--- src/rtl/traffic_pkg.sv ---
// rtl/traffic_pkg.sv - mode/phase enums and direction helper for the intersection sequencer
package traffic_pkg;

  typedef enum logic [1:0] {
    MODE_NORMAL     = 2'd0,
    MODE_PEDESTRIAN = 2'd1,
    MODE_EMERGENCY  = 2'd2,
    MODE_NIGHT      = 2'd3
  } mode_e;

  typedef enum logic [2:0] {
    PH_ALL_RED = 3'd0,
    PH_GREEN   = 3'd1,
    PH_YELLOW  = 3'd2,
    PH_WALK    = 3'd3,
    PH_FLASH   = 3'd4
  } phase_e;

  function automatic int unsigned next_dir(input int unsigned dir, input int unsigned num_dirs);
    return (dir + 1 >= num_dirs) ? 0 : dir + 1;
  endfunction

endpackage

--- src/rtl/traffic_mode_ctrl_if.sv ---
// rtl/traffic_mode_ctrl_if.sv - condition inputs and lamp-side outputs; TRAFFIC_EMG_LOG_EN adds emgCount
interface traffic_mode_ctrl_if #(parameter int DIR_W = 1);

  logic             timeSignal;
  logic             pedSignal;
  logic             emgSignal;
  logic [DIR_W-1:0] emgDir;
  logic [1:0]       trafficModeOutput;
  logic [DIR_W-1:0] activeDir;
  logic [2:0]       phase;
  logic             flashOn;
  logic             pedPending;
`ifdef TRAFFIC_EMG_LOG_EN
  logic [7:0]       emgCount;
`endif

  modport master (
    output timeSignal, pedSignal, emgSignal, emgDir,
`ifdef TRAFFIC_EMG_LOG_EN
    input  emgCount,
`endif
    input  trafficModeOutput, activeDir, phase, flashOn, pedPending
  );

  modport slave (
    input  timeSignal, pedSignal, emgSignal, emgDir,
`ifdef TRAFFIC_EMG_LOG_EN
    output emgCount,
`endif
    output trafficModeOutput, activeDir, phase, flashOn, pedPending
  );

endinterface

--- src/rtl/traffic_mode_ctrl_phase_timer.sv ---
// rtl/traffic_mode_ctrl_phase_timer.sv - loadable down-counter that parks at zero
module phase_timer #(
  parameter int               CNT_W     = 8,
  parameter logic [CNT_W-1:0] RESET_VAL = '0
) (
  input  logic             clk,
  input  logic             reset,
  input  logic             load,
  input  logic             dec,
  input  logic [CNT_W-1:0] load_val,
  output logic             zero
);

  logic [CNT_W-1:0] cnt_q;

  always_ff @(posedge clk) begin
    if (reset)
      cnt_q <= RESET_VAL;
    else if (load)
      cnt_q <= load_val;
    else if (dec && cnt_q != '0)
      cnt_q <= cnt_q - CNT_W'(1);
  end

  assign zero = (cnt_q == '0);

endmodule

--- src/rtl/traffic_mode_ctrl.sv ---
// rtl/traffic_mode_ctrl.sv - N-direction intersection mode/phase sequencer; TRAFFIC_EMG_LOG_EN adds emgCount
module traffic_mode_ctrl
  import traffic_pkg::*;
#(
  parameter int NUM_DIRS       = 2,
  parameter int GREEN_CYCLES   = 8,
  parameter int YELLOW_CYCLES  = 3,
  parameter int ALL_RED_CYCLES = 2,
  parameter int PED_CYCLES     = 6,
  parameter int FLASH_CYCLES   = 4,
  parameter int CNT_W          = 8
) (
  input  logic clk,
  input  logic reset,
  traffic_mode_ctrl_if.slave bus
);

  localparam int DIR_W = (NUM_DIRS > 2) ? $clog2(NUM_DIRS) : 1;
  localparam int unsigned ND = NUM_DIRS;
  localparam logic [CNT_W-1:0] LD_GREEN   = CNT_W'(GREEN_CYCLES - 1);
  localparam logic [CNT_W-1:0] LD_YELLOW  = CNT_W'(YELLOW_CYCLES - 1);
  localparam logic [CNT_W-1:0] LD_ALL_RED = CNT_W'(ALL_RED_CYCLES - 1);
  localparam logic [CNT_W-1:0] LD_WALK    = CNT_W'(PED_CYCLES - 1);
  localparam logic [CNT_W-1:0] LD_FLASH   = CNT_W'(FLASH_CYCLES - 1);

  phase_e           phase_q, phase_n;
  mode_e            mode_q, mode_n;
  logic [DIR_W-1:0] dir_q, dir_n, emg_dir;
  logic             flash_q, flash_n;
  logic             ped_q, ped_n, ped_clr;
  logic             served_q, served_n;
  logic             tmr_load, tmr_zero;
  logic [CNT_W-1:0] tmr_val;

  assign emg_dir = DIR_W'(32'(bus.emgDir) % ND);

  phase_timer #(.CNT_W(CNT_W), .RESET_VAL(LD_ALL_RED)) u_timer (
    .clk      (clk),
    .reset    (reset),
    .load     (tmr_load),
    .dec      (1'b1),
    .load_val (tmr_val),
    .zero     (tmr_zero)
  );

  always_ff @(posedge clk) begin
    if (reset) begin
      phase_q  <= PH_ALL_RED;
      mode_q   <= MODE_NORMAL;
      dir_q    <= '0;
      flash_q  <= 1'b0;
      ped_q    <= 1'b0;
      served_q <= 1'b0;
    end else begin
      phase_q  <= phase_n;
      mode_q   <= mode_n;
      dir_q    <= dir_n;
      flash_q  <= flash_n;
      ped_q    <= ped_n;
      served_q <= served_n;
    end
  end

  // A request on the clearing edge survives: set wins over clear.
  assign ped_n = (ped_q & ~ped_clr) | bus.pedSignal;

  always_comb begin
    phase_n  = phase_q;
    mode_n   = mode_q;
    dir_n    = dir_q;
    flash_n  = flash_q;
    served_n = served_q;
    ped_clr  = 1'b0;
    tmr_load = 1'b0;
    tmr_val  = '0;
    case (phase_q)
      PH_ALL_RED: begin
        if (tmr_zero) begin
          tmr_load = 1'b1;
          if (bus.emgSignal) begin
            phase_n  = PH_GREEN;
            mode_n   = MODE_EMERGENCY;
            dir_n    = emg_dir;
            served_n = 1'b1;
            tmr_val  = LD_GREEN;
          end else if (ped_q) begin
            phase_n = PH_WALK;
            mode_n  = MODE_PEDESTRIAN;
            ped_clr = 1'b1;
            tmr_val = LD_WALK;
          end else if (bus.timeSignal) begin
            phase_n = PH_FLASH;
            mode_n  = MODE_NIGHT;
            flash_n = 1'b1;
            tmr_val = LD_FLASH;
          end else begin
            // The very first green after reset goes to direction 0 itself.
            phase_n  = PH_GREEN;
            mode_n   = MODE_NORMAL;
            dir_n    = served_q ? DIR_W'(next_dir(32'(dir_q), ND)) : dir_q;
            served_n = 1'b1;
            tmr_val  = LD_GREEN;
          end
        end
      end
      PH_GREEN: begin
        // Emergency on the owning direction parks the timer at zero.
        if ((bus.emgSignal && dir_q != emg_dir) || (tmr_zero && !bus.emgSignal)) begin
          phase_n  = PH_YELLOW;
          tmr_load = 1'b1;
          tmr_val  = LD_YELLOW;
        end
      end
      PH_YELLOW: begin
        if (tmr_zero) begin
          phase_n  = PH_ALL_RED;
          tmr_load = 1'b1;
          tmr_val  = LD_ALL_RED;
        end
      end
      PH_WALK: begin
        if (tmr_zero || bus.emgSignal) begin
          phase_n  = PH_ALL_RED;
          tmr_load = 1'b1;
          tmr_val  = LD_ALL_RED;
        end
      end
      PH_FLASH: begin
        if (!bus.timeSignal || bus.emgSignal || ped_q) begin
          phase_n  = PH_ALL_RED;
          flash_n  = 1'b0;
          tmr_load = 1'b1;
          tmr_val  = LD_ALL_RED;
        end else if (tmr_zero) begin
          flash_n  = ~flash_q;
          tmr_load = 1'b1;
          tmr_val  = LD_FLASH;
        end
      end
      default: begin
        phase_n  = PH_ALL_RED;
        flash_n  = 1'b0;
        tmr_load = 1'b1;
        tmr_val  = LD_ALL_RED;
      end
    endcase
  end

`ifdef TRAFFIC_EMG_LOG_EN
  logic [7:0] emg_cnt_q;
  logic       emg_entry;

  // Re-entry after an emgDir change keeps mode at EMERGENCY, so it is not counted.
  assign emg_entry = (phase_q == PH_ALL_RED) && tmr_zero && bus.emgSignal &&
                     (mode_q != MODE_EMERGENCY);

  always_ff @(posedge clk) begin
    if (reset)
      emg_cnt_q <= 8'd0;
    else if (emg_entry && emg_cnt_q != 8'hFF)
      emg_cnt_q <= emg_cnt_q + 8'd1;
  end

  assign bus.emgCount = emg_cnt_q;
`endif

  assign bus.trafficModeOutput = mode_q;
  assign bus.activeDir         = dir_q;
  assign bus.phase             = phase_q;
  assign bus.flashOn           = flash_q;
  assign bus.pedPending        = ped_q;

endmodule
--- src/flat_wrapper.sv ---
// flat-port wrapper written by rule: the top's interface ports become plain ports
module traffic_mode_ctrl_flat import traffic_pkg::*;
#(
  parameter int NUM_DIRS       = 2,
  parameter int GREEN_CYCLES   = 8,
  parameter int YELLOW_CYCLES  = 3,
  parameter int ALL_RED_CYCLES = 2,
  parameter int PED_CYCLES     = 6,
  parameter int FLASH_CYCLES   = 4,
  parameter int CNT_W          = 8
)
  (clk, reset, bus_timeSignal, bus_pedSignal, bus_emgSignal, bus_emgDir, bus_trafficModeOutput, bus_activeDir, bus_phase, bus_flashOn, bus_pedPending);
  traffic_mode_ctrl_if bus_i ();
  input  logic clk;
  input  logic reset;
  input wire logic [$bits(bus_i.timeSignal)-1:0] bus_timeSignal;
  input wire logic [$bits(bus_i.pedSignal)-1:0] bus_pedSignal;
  input wire logic [$bits(bus_i.emgSignal)-1:0] bus_emgSignal;
  input wire logic [$bits(bus_i.emgDir)-1:0] bus_emgDir;
  output wire logic [$bits(bus_i.trafficModeOutput)-1:0] bus_trafficModeOutput;
  output wire logic [$bits(bus_i.activeDir)-1:0] bus_activeDir;
  output wire logic [$bits(bus_i.phase)-1:0] bus_phase;
  output wire logic [$bits(bus_i.flashOn)-1:0] bus_flashOn;
  output wire logic [$bits(bus_i.pedPending)-1:0] bus_pedPending;
  assign bus_i.timeSignal = bus_timeSignal;
  assign bus_i.pedSignal = bus_pedSignal;
  assign bus_i.emgSignal = bus_emgSignal;
  assign bus_i.emgDir = bus_emgDir;
  assign bus_trafficModeOutput = bus_i.trafficModeOutput;
  assign bus_activeDir = bus_i.activeDir;
  assign bus_phase = bus_i.phase;
  assign bus_flashOn = bus_i.flashOn;
  assign bus_pedPending = bus_i.pedPending;
  traffic_mode_ctrl #(.NUM_DIRS(NUM_DIRS), .GREEN_CYCLES(GREEN_CYCLES), .YELLOW_CYCLES(YELLOW_CYCLES), .ALL_RED_CYCLES(ALL_RED_CYCLES), .PED_CYCLES(PED_CYCLES), .FLASH_CYCLES(FLASH_CYCLES), .CNT_W(CNT_W)) u_core (.clk(clk), .reset(reset), .bus(bus_i));
endmodule
--- config.mk ---
export PLATFORM = sky130hd
export DESIGN_NAME = traffic_mode_ctrl_flat
export DESIGN_NICKNAME = d
export VERILOG_FILES = /design/src/rtl/traffic_pkg.sv /design/src/rtl/traffic_mode_ctrl_if.sv /design/src/rtl/traffic_mode_ctrl_phase_timer.sv /design/src/rtl/traffic_mode_ctrl.sv /design/src/flat_wrapper.sv
export SDC_FILE = /design/constraint.sdc
export NUM_CORES = 1
export LEC_CHECK = 0
export ABC_CLOCK_PERIOD_IN_PS = 3500
export BUFFER_PORTS_ARGS = -buffer_cell sky130_fd_sc_hd__clkbuf_2
export CAP_MARGIN = 10
export CORE_MARGIN = 3
export CORE_UTILIZATION = 50
export DETAILED_ROUTE_END_ITERATION = 10
export MAX_ROUTING_LAYER = met4
export PLACE_DENSITY = 0.68
export SYNTH_ARGS = -nofsm -noshare
export SYNTH_HDL_FRONTEND = slang
export SYNTH_HIERARCHICAL = 1
export SYNTH_SLANG_ARGS = --single-unit
export TNS_END_PERCENT = 50
--- constraint.sdc ---
create_clock -name clk -period 3.5 [get_ports clk]
set_input_delay 0.35 -clock clk [delete_from_list [all_inputs] [get_ports clk]]
set_output_delay 0.35 -clock clk [all_outputs]
set_load 0.005 [all_outputs]
==> impl_results.md <==
- Cells after Synth: 134
- Clock transition at path regs: 110 ps
- Fin. Hold Viols: 0
- Ys flop type: dfxtp_1
- Remaining antenna violation count: 0
- Area Overhead vs Synth: 11.0%
- Largest family of logic cells by synthesized area: simple AND/OR/NAND/NOR gates
- TritonCTS buffer count: 3
- P per Cell Area: 769 mW/mm^2
- Fillers: 202
- Port bufs: 13
- Synth Warn #: 6
- Row count: 16
- Clk buf depth: 2
- Share of layout cells above drive strength 1: 18.5%
- # DRC: 0
- Crit path arrival time: 3400 ps
- Leading cell type in the layout, fill and taps excluded: dfxtp_1
- TritonCTS clock tree: yes
- Final nets: 160
- GR peak layer: met2
- Final setup vio count: 0
- Met3 GRT Util: 4.27%
- Slew Limit Fails: 0
- Cts hold-fix bufs: 0
- Yosys cell types: 45
- DIE WIDTH: 52.5 um
- Avg Inst Size Synth: 8.07 um^2
- Setup bufs post-CTS: 0
- Wire per inst: 12.9 um
- Async set or reset register ratio after synthesis: 0%
- GR Util met2: 26.9%
- VDD IR max: 0.442 mV
- Worst setup path class: reg -> reg
- Vias after detailed routing: 1020
- Die Span Y: 52.5 um
- Seq/Total Area, Yosys: 31.5%
- Layout Utilization: 59.9%
- XOR/XNOR Fraction of Synth Area: 2.43%
- Initial antenna violation count: 0
- Clock Sinks: 17
- Final setup TNS: 0 ps
- Tmin final: 3210 ps
- GPL Wtd Cong: 0.886
- Status: complete, no violations
- Starting Density: 54.0%
- Final period util: 91.8%
- Worst Setup Start Kind: flop
- DIE AREA: 0.00276 mm^2
- RSZ-0062 raised after global routing: false
- Total gr overflow: 0
- # diodes: 0
- Worst EP required: 3690 ps
- CTS resizes: 0
- Complex-gate fraction of the synthesized area: 26.5%
- Post-synthesis mux area share: 1.85%
- Cell area after synthesis: 0.00108 mm^2
- Worst-Margin Slew: 816 ps
- Total global-route track usage: 18.7%
- Peak Freq: 0.311 GHz
- Slew HR: 45.5%
- DP HPWL: 1680 um
- Simple-Gate Fraction of Synth Area: 27.4%
- First-pass GRT wire length: 3730 um
- Clk_lat worst skew: 290 ps
- DR pass1 iterations: 6
- 1st-iter DRT viols: 20
- Overall power: 0.000923 W
- Largest net degree at the start of global routing: 22
- Setup Skew: 5.89 ps
- Number of synthesized flops with an enable pin: 0
- Setup crit end kind: flop
- Peak fanout along the critical path: 13
- Commonest non-fill, non-tap cells in the layout: dfxtp_1, clkbuf_2, nor2_1, a21oi_1, conb_1
- Core Box Area: 0.00200 mm^2
- Vias in the first global route: 833
- Clk root buf: clkbuf_4
- Worst hold path type: in -> reg
- WL final: 2300 um
- Met1 global-route usage: 25.0%
- Ports: 14
- Max_cap viols: 0
- Leakage: 0.451 nW
- Adder-Cell Fraction of Synth Area: 2.31%
- Vias/cell: 5.73
- H-tree depth: 1
- Synth Register Bits: 17
[final cells by class]
class / count / area [um^2] / share of cell area, %
multi-input combinational: 107 / 692 / 57.7
sequential: 17 / 340 / 28.4
timing repair buffer: 14 / 72.6 / 6.05
inverter: 9 / 33.8 / 2.82
tap: 27 / 33.8 / 2.82
clock buffer: 3 / 22.5 / 1.88
clock inverter: 1 / 5.00 / 0.417
[critical path, cell delays in order, from the launching register on]
cell       delay (ps)
dfxtp_1           370
or4_4             590
nor4_1            340
nor2_1            100
a2111oi_0         550
o21bai_1          460
inv_1             330
o31a_1            370
[metrics by stage]
stage | instances | cell area, um^2 | setup WS [ps] | hold WS (ps)
2_1_floorplan | 142 | 1110 | 694 | 453
3_3_place_gp | 174 | 1170 | 482 | 448
3_5_place_dp | 174 | 1170 | 344 | 451
4_1_cts | 178 | 1200 | 307 | 272
5_1_grt | 178 | 1200 | 79.6 | 304
6_report | 178 | 1200 | 286 | 278
[metal layers]
layer | routed length (um) | part of all wire (%)
met1 | 1120 | 49
met2 | 1060 | 46
met3 | 92 | 4.0
met4 | 34 | 1.5
met5 | 0 | 0
[synth_stat cells (2+ instances only)]
cell type | count | area share, %
ha_1 | 2 | 2.3
a311oi_1 | 3 | 2.4
nor4_1 | 2 | 1.2
o21ba_2 | 2 | 1.9
a31o_2 | 2 | 1.6
nor3b_1 | 4 | 2.8
inv_1 | 9 | 3.1
clkbuf_1 | 3 | 1.0
a21oi_1 | 11 | 5.1
mux2i_1 | 2 | 1.9
dfxtp_1 | 17 | 31
buf_2 | 3 | 1.4
o21ai_0 | 6 | 2.8
nand2b_1 | 2 | 1.2
conb_1 | 2 | 0.69
nor2_1 | 13 | 4.5
nor2b_1 | 2 | 1.2
xnor2_1 | 3 | 2.4
nor3_1 | 6 | 2.8
or3_1 | 2 | 1.2
or4_1 | 4 | 2.8
o31ai_1 | 2 | 1.4
or3b_2 | 3 | 2.4
nand2_1 | 6 | 2.1
buf_1 | 2 | 0.69
a211oi_1 | 2 | 1.4
[power breakdown]
part           total (W)  internal [W]  switching [W]
registers       0.000339      0.000256      0.0000822
clock network   0.000106     0.0000425      0.0000640
logic           0.000478      0.000216       0.000262
total           0.000923      0.000514       0.000409
[registers in the layout, indices dropped and copies added, names as in the netlist]
register	flops
u_core/u_timer/cnt_q	8
u_core/bus.phase	3
u_core/bus.trafficModeOutput	2
u_core/bus.activeDir	1
u_core/bus.flashOn	1
u_core/bus.pedPending	1
u_core/served_q	1
[logic make-up (layout without fill, tap and decap cells)]
logic type / Yosys count / after routing
simple gates: 51 / 51
compound gates: 39 / 39
buf+inv: 18 / 27
flops: 17 / 17
xor+xnor: 3 / 3
fa+ha+maj: 2 / 2
other cells: 2 / 10
mux: 2 / 2
[path summary, 6_finish.rpt]
check	slack, ps	to	cells after the start	start
worst max-delay path	290	u_core/u_timer/cnt_q[0]	7	u_core/u_timer/cnt_q[2]
worst min-delay path	280	u_core/bus.pedPending	3	bus_pedSignal
worst max register to register	290	u_core/u_timer/cnt_q[0]	7	u_core/u_timer/cnt_q[2]
worst min register to register	460	u_core/bus.trafficModeOutput[0]	2	u_core/bus.trafficModeOutput[0]
(Power assumes the default switching activity.)
